**src/rtl/fft_pulse_window_if.sv**
```systemverilog
// ============================================================================
//  Module   : fft_pulse_window_if
//  Brief    : Strobe/parameter inputs and window outputs of fft_pulse_window.
//  Revision : 1.0
// ============================================================================
`default_nettype none

interface fft_pulse_window_if #(
    parameter int CNT_W = 8
);
    logic             i_pulse;
    logic [CNT_W-1:0] i_delay;
    logic [CNT_W-1:0] i_len;
    logic             i_abort;
    logic             o_signal;
    logic             o_busy;
    logic             o_rise;
    logic             o_done;
    logic             o_drop;

    modport master (
        output i_pulse, i_delay, i_len, i_abort,
        input  o_signal, o_busy, o_rise, o_done, o_drop
    );

    modport slave (
        input  i_pulse, i_delay, i_len, i_abort,
        output o_signal, o_busy, o_rise, o_done, o_drop
    );
endinterface

`default_nettype wire

```
**src/rtl/fft_pulse_window.sv**
```systemverilog
// ============================================================================
//  Module   : fft_pulse_window
//  Brief    : Turns a one-cycle strobe into a delayed window of programmable
//             length, with registered rise/done/drop markers.
//  Revision : 1.0
// ============================================================================
`default_nettype none

module fft_pulse_window #(
    parameter int CNT_W  = 8,
    parameter bit RETRIG = 1'b0
) (
    input  wire logic         i_clk,
    input  wire logic         i_rst,
    fft_pulse_window_if.slave bus
);
    localparam logic [1:0]       c_IDLE   = 2'd0;
    localparam logic [1:0]       c_DELAY  = 2'd1;
    localparam logic [1:0]       c_ACTIVE = 2'd2;
    localparam logic [CNT_W-1:0] c_ONE    = CNT_W'(1);

    logic [1:0]       r_state;
    logic [1:0]       w_state_nxt;
    logic [CNT_W-1:0] r_cnt;
    logic [CNT_W-1:0] w_cnt_nxt;
    logic [CNT_W-1:0] r_len;
    logic [CNT_W-1:0] w_len_nxt;
    logic             r_signal;
    logic             r_busy;
    logic             r_rise;
    logic             r_done;
    logic             r_drop;
    logic             w_busy_now;
    logic             w_accept;
    logic             w_reject;
    logic             w_sig_nxt;

    always_comb begin
        w_busy_now  = (r_state != c_IDLE);
        w_accept    = bus.i_pulse && !bus.i_abort && (bus.i_len != '0) &&
                      (!w_busy_now || RETRIG);
        // An abort swallows a same-cycle strobe without reporting it.
        w_reject    = bus.i_pulse && !bus.i_abort && !w_accept;
        w_state_nxt = r_state;
        w_cnt_nxt   = r_cnt;
        w_len_nxt   = r_len;
        if (bus.i_abort) begin
            w_state_nxt = c_IDLE;
            w_cnt_nxt   = '0;
        end else if (w_accept) begin
            w_len_nxt = bus.i_len;
            if (bus.i_delay == '0) begin
                w_state_nxt = c_ACTIVE;
                w_cnt_nxt   = bus.i_len;
            end else begin
                w_state_nxt = c_DELAY;
                w_cnt_nxt   = bus.i_delay;
            end
        end else begin
            case (r_state)
                c_DELAY: begin
                    if (r_cnt == c_ONE) begin
                        w_state_nxt = c_ACTIVE;
                        w_cnt_nxt   = r_len;
                    end else begin
                        w_cnt_nxt = r_cnt - c_ONE;
                    end
                end
                c_ACTIVE: begin
                    if (r_cnt == c_ONE) begin
                        w_state_nxt = c_IDLE;
                        w_cnt_nxt   = '0;
                    end else begin
                        w_cnt_nxt = r_cnt - c_ONE;
                    end
                end
                default: begin
                    w_state_nxt = c_IDLE;
                    w_cnt_nxt   = '0;
                end
            endcase
        end
        w_sig_nxt = (w_state_nxt == c_ACTIVE);
    end

    // Markers compare the next window level against the current one so they
    // line up with the first high / first low cycle of o_signal.
    always_ff @(posedge i_clk or posedge i_rst) begin
        if (i_rst) begin
            r_state  <= c_IDLE;
            r_cnt    <= '0;
            r_len    <= '0;
            r_signal <= 1'b0;
            r_busy   <= 1'b0;
            r_rise   <= 1'b0;
            r_done   <= 1'b0;
            r_drop   <= 1'b0;
        end else begin
            r_state  <= w_state_nxt;
            r_cnt    <= w_cnt_nxt;
            r_len    <= w_len_nxt;
            r_signal <= w_sig_nxt;
            r_busy   <= (w_state_nxt != c_IDLE);
            r_rise   <= w_sig_nxt && !r_signal;
            r_done   <= !w_sig_nxt && r_signal;
            r_drop   <= w_reject;
        end
    end

    assign bus.o_signal = r_signal;
    assign bus.o_busy   = r_busy;
    assign bus.o_rise   = r_rise;
    assign bus.o_done   = r_done;
    assign bus.o_drop   = r_drop;

endmodule

`default_nettype wire
```
**src/flat_wrapper.sv**
```systemverilog
// flat-port wrapper written by rule: the top's interface ports become plain ports
module fft_pulse_window_flat 
#(
    parameter int CNT_W  = 8,
    parameter bit RETRIG = 1'b0
)
  (i_clk, i_rst, bus_i_pulse, bus_i_delay, bus_i_len, bus_i_abort, bus_o_signal, bus_o_busy, bus_o_rise, bus_o_done, bus_o_drop);
  fft_pulse_window_if #(.CNT_W(CNT_W)) bus_i ();
  input  wire logic i_clk;
  input  wire logic i_rst;
  input wire logic [$bits(bus_i.i_pulse)-1:0] bus_i_pulse;
  input wire logic [$bits(bus_i.i_delay)-1:0] bus_i_delay;
  input wire logic [$bits(bus_i.i_len)-1:0] bus_i_len;
  input wire logic [$bits(bus_i.i_abort)-1:0] bus_i_abort;
  output wire logic [$bits(bus_i.o_signal)-1:0] bus_o_signal;
  output wire logic [$bits(bus_i.o_busy)-1:0] bus_o_busy;
  output wire logic [$bits(bus_i.o_rise)-1:0] bus_o_rise;
  output wire logic [$bits(bus_i.o_done)-1:0] bus_o_done;
  output wire logic [$bits(bus_i.o_drop)-1:0] bus_o_drop;
  assign bus_i.i_pulse = bus_i_pulse;
  assign bus_i.i_delay = bus_i_delay;
  assign bus_i.i_len = bus_i_len;
  assign bus_i.i_abort = bus_i_abort;
  assign bus_o_signal = bus_i.o_signal;
  assign bus_o_busy = bus_i.o_busy;
  assign bus_o_rise = bus_i.o_rise;
  assign bus_o_done = bus_i.o_done;
  assign bus_o_drop = bus_i.o_drop;
  fft_pulse_window #(.CNT_W(CNT_W), .RETRIG(RETRIG)) u_core (.i_clk(i_clk), .i_rst(i_rst), .bus(bus_i));
endmodule
```
**config.mk**
```make
export PLATFORM = sky130hd
export DESIGN_NAME = fft_pulse_window_flat
export DESIGN_NICKNAME = d
export VERILOG_FILES = /design/src/rtl/fft_pulse_window_if.sv /design/src/rtl/fft_pulse_window.sv /design/src/flat_wrapper.sv
export SDC_FILE = /design/constraint.sdc
export NUM_CORES = 1
export LEC_CHECK = 0
export CAP_MARGIN = 0
export CORE_MARGIN = 10
export CORE_UTILIZATION = 46
export CTS_CLUSTER_DIAMETER = 50
export DETAILED_ROUTE_END_ITERATION = 6
export PLACE_DENSITY = 0.71
export SYNTH_ARGS = -nofsm -noshare
export SYNTH_HDL_FRONTEND = slang
export SYNTH_SLANG_ARGS = --single-unit
```
**constraint.sdc**
```tcl
create_clock -name i_clk -period 1.9 [get_ports i_clk]
set_clock_uncertainty 0.2 [all_clocks]
set_input_delay 0.19 -clock i_clk [delete_from_list [all_inputs] [get_ports i_clk]]
set_output_delay 0.19 -clock i_clk [all_outputs]
set_load 0.01 [all_outputs]
```
==> metrics.md, run 1 <==
| Metric | Value |
|---|---|
| Clk slew on worst S/H paths | 0.12 ns |
| Fill count | 227 |
| Core Box Area | 0.002781 mm² |
| WS Path Type | reg -> reg |
| Root Driver | clkbuf_4 |
| Register area | 575.6 µm² |
| Starting DRT DRC Count | 117 |
| Post-Syn Nets | 172 |
| DRT Pass-1 Iters | 4 |
| Area of the multi-input gates | 800.8 µm² |
| Slowest stage delay, CP | 0.42 ns |
| Gpl congestion | 0.8116 |
| Synth Warn # | 0 |
| Max-Cap Viols | 0 |
| First-pass GRT wire length | 6.223 mm |
| Routed len/inst | 16.92 µm |
| Rel. slew slack | 71.13% |
| Antenna violations before repair | 0 |
| Crit path arrival time | 1.88 ns |
| FMAX | 530.2 MHz |
| Grt ovf | 0 |
| Die Height | 74.33 µm |
| Routed wire length | 3.926 mm |
| Vias in the first global route | 1368 |
| Nets | 227 |
| Number of synthesized flops with an enable pin | 0 |
| Mean post-synth cell area | 9.235 µm² |
| Post-synth top area share | 42.40% |
| Cell taking the most area after synthesis | dfrtp_1 |
| Overall routing resource usage | 13.98% |
| ANT nets after route | 0 |
| # diodes | 0 |
| Final min period | 1.886 ns |
| Post-detail-place hpwl | 3.004 mm |
| Row count | 19 |
| Layout cells sized above 1 | 29.35% |
| Worst reg2reg path startpoint | u_core.r_cnt[1]$_DFF_PP0_ |
| Outcome | completed |
| Clock sinks | 23 |
| H-tree depth | 1 |
| CP startpoint | u_core.r_cnt[1]$_DFF_PP0_ |
| Post-Syn Area | 0.001358 mm² |
| Crit-path max FO | 3 |
| # IOs | 25 |
| Largest net degree at the start of global routing | 24 |
| Final setup fails | 0 |
| CP Launch Type | flip-flop |
| CTS tree | done |
| Yosys reg bits | 23 |
| PortBufs | 24 |
| Hold_buf cts | 0 |
| Max VDD drop | 0.0003697 V |
| Ys flop type | dfrtp_1 |
| RSZ-0062 raised after global routing | yes |
| Cell Pwr Density | 526.7 mW/mm² |
| Tightest Pin Transition | 0.4290 ns |
| Final Max Tran Viols | 0 |
| Tcrit/Tclk final | 99.26% |
| Pre-CTS WS | -0.1667 ns |
| CTS buffer count | 3 |
| Fin worst setup slack | 0.01403 ns |
| Synth area leaders | dfrtp_1 42%, nand2_1 8.0%, a21oi_1 5.2% |
| Post-route insts no fill | 232 |
| Worst hold path class | in -> async |
| Leakage | 0.8635 nW |
| Cells along the critical path | inv_2 > ha_4 > nor3b_4 > buf_4 > mux2_4 > a22oi_2 > o22ai_1 |
| Crit end category | flip-flop |
| CTS Buffer Depth | 2 |
| FFs w/ async S/R, synth | 100.0% |
| Die width | 74.33 µm |
| Yosys cell types | 44 |
| Synth Instances | 147 |
| Hold Fails Final Rpt | 0 |
| # DRC | 0 |
| Area Growth Syn to Fin | 44.61% |
| WP data required | 1.90 ns |
| Total number of vias | 1331 |
| Cells after DPL | 223 |
| Via/cell ratio | 5.737 |
| Initial core utilization | 48.81% |
| Worst skew pair latency | 0.31 ns |
| Seq/Total Area, Yosys | 42.40% |
| Crit-path slowest cell | dfrtp_1 |
| Die Area | 0.005524 mm² |
[layout by cell type, fill, tap and decap left out, types with 3 or more instances in the layout]
master / n
o21ai_0: 3
nor4_1: 3
nand2_1: 28
o22ai_1: 3
xor2_1: 3
o211ai_1: 4
inv_1: 3
clkdlybuf4s50_1: 24
dfrtp_1: 23
a21oi_1: 13
buf_4: 32
nand4_1: 4
clkbuf_4: 3
o32ai_1: 3
[sequential cells by signal (all words and copies together), names as in the netlist]
signal / cells
u_core.bus.o_busy: 1
u_core.bus.o_done: 1
u_core.bus.o_drop: 1
u_core.bus.o_rise: 1
u_core.bus.o_signal: 1
u_core.r_cnt: 8
u_core.r_len: 8
u_core.r_state: 2
[path summary, 6_finish.rpt]
| kind | endpoint | slack [ns] | cells past startpoint |
|---|---|---|---|
| max in group asynchronous | u_core.r_len[6]$_DFFE_PP0P_ | 1.27 | 3 |
| worst max-delay path | u_core.r_cnt[6]$_DFF_PP0_ | 0.01 | 7 |
| worst min register to register | u_core.r_len[6]$_DFFE_PP0P_ | 0.29 | 2 |
| worst max register to register | u_core.r_cnt[6]$_DFF_PP0_ | 0.01 | 7 |
| worst min-delay path | u_core.bus.o_done$_DFF_PP0_ | 0.001 | 3 |
| min in group i_clk | u_core.bus.o_drop$_DFF_PP0_ | 0.27 | 2 |
[where the power goes]
part / leakage (nW) / switching [W] / internal (W)
Combinational: 0.545 / 0.000122 / 0.000135
Sequential: 0.304 / 0.0000290 / 0.000524
Clock: 0.0150 / 0.000142 / 0.0000820
Total: 0.864 / 0.000293 / 0.000741
[per-stage QoR]
step	power, W	setup TNS, ns	hold slack (ns)	area, µm²	utilization, %
2_1_floorplan	0.0006728	0	-0.008076	1358	-
3_3_place_gp	0.0007835	-0.8489	0.2585	1807	64.96
3_5_place_dp	0.0007906	-1.270	0.2602	1807	64.96
4_1_cts	0.001014	0	0.01424	1879	67.57
5_1_grt	0.001088	-0.1696	0.03186	1963	70.58
6_report	0.001034	0	0.001363	1963	70.58
[worst max-delay path: cells and delay by family (launching register included)]
kind | cells | cell delay [ns]
flip-flops | 1 | 0.42
multiplexers | 1 | 0.29
AO/OA/AOI/OAI | 2 | 0.25
buffers and inverters | 2 | 0.24
AND/OR/NAND/NOR | 1 | 0.24
adder cells (fa/ha/maj) | 1 | 0.13
[synthesized netlist by cell type, types with 2 or more instances]
cell       n
a211oi_1   2
a21boi_0   2
a21oi_1   14
a22oi_1    2
a31oi_1    2
and3_1     2
and4_1     2
buf_2      4
dfrtp_1   23
ha_1       5
inv_1      5
nand2_1   29
nand3_1    2
nand4_1    4
nor2_1     2
nor3_1     2
nor3b_1    2
nor4_1     3
nor4_2     2
o211ai_1   4
o21ai_0    4
o22ai_1    4
o32ai_1    3
xor2_1     3
[layer usage]
metal	up-vias	wire length [µm]	GRT usage, %
li1	650	-	-
met1	642	1711	17.43
met2	35	2000	24.24
met3	4	179	2.660
met4	0	35	3.455
met5	-	0	0
[kinds of logic (layout without fill, tap and decap cells)]
family / Yosys count / in the layout / synth area share, %
xor+xnor: 3 / 3 / 1.936
flops: 23 / 23 / 42.40
buf+inv: 13 / 67 / 4.885
simple gates: 58 / 58 / 24.06
compound gates: 44 / 44 / 21.29
fa+ha+maj: 5 / 5 / 4.608
mux: 1 / 1 / 0.8294
[layout make-up]
type,count,area share [%]
Multi-Input combinational cell,111,40.79
Clock buffer,4,1.338
Tap cell,31,1.976
Inverter,5,0.9560
Sequential cell,23,29.32
Timing Repair Buffer,58,25.62
[repair_timing]
item                       4_1_cts  5_1_grt
buffers inserted                 2        3
setup endpoints to repair        5       12
hold endpoints to repair         0        0
pin swaps                        1       11
gates resized for setup          7       15
Power figures use the tool's default switching activity.
==> run 2: changes to the inputs <==
- CORE_MARGIN: 10 -> unset
- TNS_END_PERCENT: unset -> 50
==> run 2 against run 1 <==
Compared with the run above: the flow now finishes with violations (hold timing, setup timing); die area shrank 43%; hold slack got worse by 0.0026 ns; first-iteration DRC count is 30% lower; clock power grew 2%; critical path type unchanged.
==> metrics.md, run 2 (synthesized netlist as in run 1, its figures left out) <==
| Metric | Value |
|---|---|
| Row count | 19 (unchanged) |
| CTS buffer count | 3 (unchanged) |
| Grt ovf | 0 (unchanged) |
| CP Launch Type | flip-flop |
| ANT nets after route | 0 (unchanged) |
| Via/cell ratio | 6.212 (+8.3%) |
| WP data required | 1.94 ns (+0.04 ns) |
| Hold slack | -0.001220 ns (-0.002583 ns) |
| Routed len/inst | 17.27 µm (+2.1%) |
| Tcrit/Tclk final | 100.1% (+0.79 points) |
| Cell Pwr Density | 531.4 mW/mm² (+0.88%) |
| Final min period | 1.901 ns (+0.01507 ns) |
| FMAX | 526.0 MHz (-0.79%) |
| Top Registers | u_core.r_cnt: 8 flops, u_core.r_len: 8 flops, u_core.r_state: 2 flops |
| Hold_buf cts | 0 (unchanged) |
| Power Internal | 0.0007384 W (-0.34%) |
| Commonest non-fill, non-tap cell in the layout | buf_4 |
| Largest net degree at the start of global routing | 24 (unchanged) |
| RSZ-0062 raised after global routing | yes |
| DRT Pass-1 Iters | 4 (unchanged) |
| CTS tree | done |
| Leakage | 0.8589 nW (-0.53%) |
| Worst skew pair latency | 0.31 ns (about the same) |
| Max-Cap Viols | 0 (unchanged) |
| Layout cells sized above 1 | 28.50% (-0.85 points) |
| Final Max Tran Viols | 0 (unchanged) |
| Starting DRT DRC Count | 82 (-30%) |
| Crit path arrival time | 1.94 ns (+0.06 ns) |
| Core Box Area | 0.002781 mm² (unchanged) |
| Clk slew on worst S/H paths | 0.13 ns (about the same) |
| Final setup fails | 1 (+1) |
| Max VDD drop | 0.0005573 V (+51%) |
| Net Sw Power | 0.0003015 W (+2.8%) |
| PortBufs | 24 (unchanged) |
| Reg power frac | 53.2% (-0.2 points) |
| Post-route insts no fill | 231 (-0.43%) |
| Fin worst setup slack | -0.001039 ns (-0.01507 ns) |
| CTS Buffer Depth | 2 (unchanged) |
| Nets | 226 (-0.44%) |
| Outcome | finished with violations |
| Die Area | 0.003173 mm² (-43%) |
| Comb power frac | 24.9% (about the same) |
| Crit end category | flip-flop |
| H-tree depth | 1 (unchanged) |
| Die Height | 56.33 µm (-24%) |
| # diodes | 0 (unchanged) |
| Initial core utilization | 48.81% (unchanged) |
| Tightest Pin Transition | 0.4050 ns (-0.02404 ns) |
| Gpl congestion | 0.8405 (+3.6%) |
| Clock sinks | 23 (unchanged) |
| Hold Fails Final Rpt | 3 (+3) |
| Most frequent cells in the layout | 30 x buf_4, 28 x nand2_1, 24 x clkdlybuf4s50_1, 23 x dfrtp_1, 13 x a21oi_1 |
| Root Driver | clkbuf_4 |
| First-pass GRT wire length | 6.272 mm (+0.79%) |
| Die width | 56.33 µm (-24%) |
| Post-detail-place hpwl | 2.882 mm (-4.0%) |
| Rel. slew slack | 72.78% (+1.6 points) |
| Worst hold path class | in -> async |
| Antenna violations before repair | 0 (unchanged) |
| # IOs | 25 (unchanged) |
| Crit-path max FO | 5 (+2) |
| Sw frac | 28.99% (+0.64 points) |
| Total number of vias | 1435 (+7.8%) |
| # DRC | 0 (unchanged) |
| Clock share of power | 21.9% (+0.2 points) |
| Cells after DPL | 223 (unchanged) |
| Routed wire length | 3.990 mm (+1.6%) |
| Vias in the first global route | 1333 (-2.6%) |
| Area Growth Syn to Fin | 44.15% |
| Pwr Total | 0.001040 W (+0.56%) |
| Violated checks | hold timing, setup timing |
| Overall routing resource usage | 25.43% (+11 points) |
| WS Path Type | reg -> reg |
[run 2: power by group through the flow]
stage / registers [W] / logic (W) / clock network, W
after floorplan: 0.000553 / 0.000120 / 0
after global placement: 0.000557 / 0.000227 / 0
after detailed placement: 0.000559 / 0.000234 / 0
after CTS: 0.000550 / 0.000239 / 0.000231
after global routing: 0.000558 / 0.000282 / 0.000245
final: 0.000553 / 0.000259 / 0.000228
[run 2: path summary, 6_finish.rpt]
kind	endpoint	slack, ns	cells past startpoint	from
max	u_core.r_cnt[0]$_DFF_PP0_	-0.001	7	u_core.r_cnt[1]$_DFF_PP0_
min	u_core.bus.o_signal$_DFF_PP0_	-0.001	3	i_rst
max reg2reg	u_core.r_cnt[0]$_DFF_PP0_	-0.001	7	u_core.r_cnt[1]$_DFF_PP0_
min reg2reg	u_core.r_len[5]$_DFFE_PP0P_	0.29	2	u_core.r_len[5]$_DFFE_PP0P_
max in group asynchronous	u_core.r_len[3]$_DFFE_PP0P_	1.26	3	i_rst
min in group i_clk	u_core.bus.o_drop$_DFF_PP0_	0.27	2	bus_i_pulse
[run 2: layout make-up]
type                    count  area (µm²)
fillers                   218       824.5
repair buffers             57       493.0
flip-flops and latches     23       575.6
inverters                   5       18.77
multi-input cells         111       804.5
well taps                  31       38.79
clock buffers               4       26.28
[run 2: metrics by stage]
stage | setup TNS [ns] | area (µm²) | utilization (%) | worst slack, ns | hold WS [ns]
after CTS | 0 | 1862 | 66.94 | 0.01256 | 0.01599
after floorplan | 0 | 1358 | - | 0.04791 | -0.008076
after detailed placement | -0.8584 | 1807 | 64.96 | -0.1341 | 0.2655
final | -0.001039 | 1957 | 70.36 | -0.001039 | -0.001220
after global placement | -0.6694 | 1807 | 64.96 | -0.1258 | 0.2621
after global routing | -0.3298 | 1957 | 70.36 | -0.07143 | 0.04557
[run 2: worst max-delay path, cell delays in order, from the launching register on]
cell and delay [ns]:
dfrtp_1 0.42, inv_2 0.08, ha_4 0.13, nor3b_4 0.29, buf_2 0.24, and4_1 0.22, o211ai_1 0.09, a21oi_1 0.17
[run 2: timing repair]
item | in CTS | in global routing
setup endpoints to repair | 6 | 13
buffers inserted | 0 | 3
gates cloned | 0 | 1
pin swaps | 0 | 15
gates resized for setup | 6 | 15
[run 2: layer usage]
metal  track usage, %  up-vias  wire length, µm
li1                 -      648                -
met1            35.15      694             1674
met2            41.67       73             1914
met3            3.456       20              274
met4            8.014        0              127
met5                0        -                0
==> run 3: changes to the inputs <==
- CORE_UTILIZATION: 46 -> 40
- PLACE_DENSITY: 0.71 -> 0.63
==> run 3 against run 2 <==
Compared with the run above: the run now ends clean; sequential share of layout area increased by 0.15 points; fmax is 3.8% higher; clock power about the same; critical path depth unchanged; clock-buffer cell count stayed put; power fell by 0.13%; via count fell by 9.2%; die area grew 14%; sequential power hardly changed; final area decreased by 0.51%; flip-flop and latch count stayed put; wire length fell by 6.5%; critical path type unchanged; largest cell class unchanged; largest power group unchanged.
==> metrics.md, run 3 (synthesized netlist as in run 1, its figures left out) <==
| Metric | Value |
|---|---|
| M1 GR Usage | 31.44% (-3.7 points) |
| WP data required | 1.94 ns (about the same) |
| Hold_buf cts | 0 (unchanged) |
| Root Driver | clkbuf_4 |
| Antenna violations before repair | 0 (unchanged) |
| PortBufs | 24 (unchanged) |
| Gpl congestion | 0.8596 (+2.3%) |
| Cell Pwr Density | 533.4 mW/mm² (+0.39%) |
| Clk slew on worst S/H paths | 0.13 ns (about the same) |
| Crit end category | flip-flop |
| Hold slack | 0.005259 ns (+0.006479 ns) |
| Tcrit/Tclk final | 96.43% (-3.6 points) |
| RSZ-0062 raised after global routing | yes |
| DP Area | 0.001838 mm² (+1.7%) |
| # DRC | 0 (unchanged) |
| Max-Cap Viols | 0 (unchanged) |
| Met3 GRT Util | 2.814% (-0.64 points) |
| Largest net degree at the start of global routing | 24 (unchanged) |
| Vias in the first global route | 1275 (-4.4%) |
| Comb power frac | 25.1% (+0.2 points) |
| Clock share of power | 21.8% (about the same) |
| Die Area | 0.003631 mm² (+14%) |
| Nets | 225 (-0.44%) |
| H-tree depth | 1 (unchanged) |
| Top Registers | u_core.r_cnt: 8 flops, u_core.r_len: 8 flops, u_core.r_state: 2 flops |
| Reg power frac | 53.1% (about the same) |
| Final Cell Area | 0.001947 mm² (-0.51%) |
| Via/cell ratio | 5.362 (-14%) |
| Die width | 60.26 µm (+7.0%) |
| CTS buffer count | 3 (unchanged) |
| Routed wire length | 3.729 mm (-6.5%) |
| # diodes | 0 (unchanged) |
| Routed len/inst | 15.35 µm (-11%) |
| First-pass GRT wire length | 5.920 mm (-5.6%) |
| CTS tree | done |
| FMAX | 545.8 MHz (+3.8%) |
| ANT nets after route | 0 (unchanged) |
| CTS Buffer Depth | 2 (unchanged) |
| Sw frac | 28.36% (-0.64 points) |
| Overall routing resource usage | 22.35% (-3.1 points) |
| Grt ovf | 0 (unchanged) |
| # IOs | 25 (unchanged) |
| Most frequent cells in the layout | 29 x nand2_1, 29 x buf_4, 24 x clkdlybuf4s50_1, 23 x dfrtp_1, 12 x a21oi_1 |
| Power Internal | 0.0007440 W (+0.77%) |
| Rel. slew slack | 74.75% (+2.0 points) |
| Final Util | 62.24% (-8.1 points) |
| Met2 global-route usage | 36.89% (-4.8 points) |
| Starting DRT DRC Count | 74 (-9.8%) |
| Final setup fails | 0 (-1) |
| Core Box Area | 0.003128 mm² (+12%) |
| Final min period | 1.832 ns (-0.06885 ns) |
| Worst skew pair latency | 0.30 ns (about the same) |
| Crit path arrival time | 1.87 ns (-0.07 ns) |
| Hold Fails Final Rpt | 0 (-3) |
| Tightest Pin Transition | 0.3753 ns (-0.02971 ns) |
| Row count | 20 (+1) |
| Die Height | 60.26 µm (+7.0%) |
| Final Max Tran Viols | 0 (unchanged) |
| CP Launch Type | flip-flop |
| Outcome | completed |
| Total number of vias | 1303 (-9.2%) |
| Clock sinks | 23 (unchanged) |
| Crit-path max FO | 5 (unchanged) |
| WS Path Type | reg -> reg |
| Post-detail-place hpwl | 2.848 mm (-1.2%) |
| Gr busiest metal | met2 |
| Worst hold path class | in -> async |
| Initial core utilization | 43.40% (-5.4 points) |
| Net Sw Power | 0.0002945 W (-2.3%) |
| DRT Pass-1 Iters | 5 (+1) |
| Pwr Total | 0.001039 W (-0.13%) |
| Layout cells sized above 1 | 28.14% (-0.36 points) |
| Area Growth Syn to Fin | 43.41% |
| Max VDD drop | 0.0003919 V (-30%) |
| Leakage | 0.8580 nW (-0.11%) |
-- run 3: power by group through the flow --
stage	combinational [W]	clock, W	sequential, W
3_5_place_dp	0.000240	0	0.000559
2_1_floorplan	0.000120	0	0.000553
3_3_place_gp	0.000235	0	0.000558
5_1_grt	0.000285	0.000250	0.000555
6_report	0.000260	0.000227	0.000552
4_1_cts	0.000244	0.000234	0.000549
-- run 3: worst max-delay path, stage by stage, from the launching register on --
cell and delay [ns]:
dfrtp_1 0.44, ha_4 0.17, nor3b_2 0.14, buf_4 0.16, buf_2 0.16, a22oi_1 0.21
o21ai_0 0.12, a21oi_1 0.17
-- run 3: final timing paths --
path,startpoint,endpoint,slack (ns),cells after the start
hold reg to reg,u_core.r_len[5]$_DFFE_PP0P_,u_core.r_len[5]$_DFFE_PP0P_,0.30,2
setup reg to reg,u_core.r_cnt[0]$_DFF_PP0_,u_core.bus.o_busy$_DFF_PP0_,0.07,7
hold / removal,i_rst,u_core.r_len[2]$_DFFE_PP0P_,0.005,3
setup / recovery,u_core.r_cnt[0]$_DFF_PP0_,u_core.bus.o_busy$_DFF_PP0_,0.07,7
min in group i_clk,bus_i_pulse,u_core.bus.o_drop$_DFF_PP0_,0.27,2
max in group asynchronous,i_rst,u_core.r_cnt[1]$_DFF_PP0_,1.27,3
-- run 3: layout make-up --
type                            count  area, µm²
Clock buffer                        4      26.28
Fill cell                         276       1181
Inverter                            5      18.77
Multi-Input combinational cell    111      785.8
Sequential cell                    23      575.6
Tap cell                           44      55.05
Timing Repair Buffer               56      485.5
-- run 3: routing by layer --
| metal | wire length, µm | share of wire [%] | vias to the layer above |
|---|---|---|---|
| met3 | 192 | 5.1 | 2 |
| met4 | 19 | 0.51 | 0 |
| met1 | 1766 | 47 | 619 |
| met2 | 1751 | 47 | 38 |
| li1 | - | - | 644 |
| met5 | 0 | 0 | - |
-- run 3: through the flow --
stage | setup TNS (ns) | setup WS [ns] | std cells
2_1_floorplan | 0 | 0.04791 | 147
3_3_place_gp | -0.7799 | -0.1322 | 238
3_5_place_dp | -0.9896 | -0.1505 | 238
4_1_cts | 0 | 0.00004063 | 242
5_1_grt | 0 | 0.0005456 | 243
6_report | 0 | 0.06782 | 243
-- run 3: repair_timing --
item | 4_1_cts | 5_1_grt
resized for setup | 5 | 17
endpoints found under the setup margin | 5 | 13
pin swaps | 0 | 7
cloned | 0 | 1
buffers inserted | 0 | 0
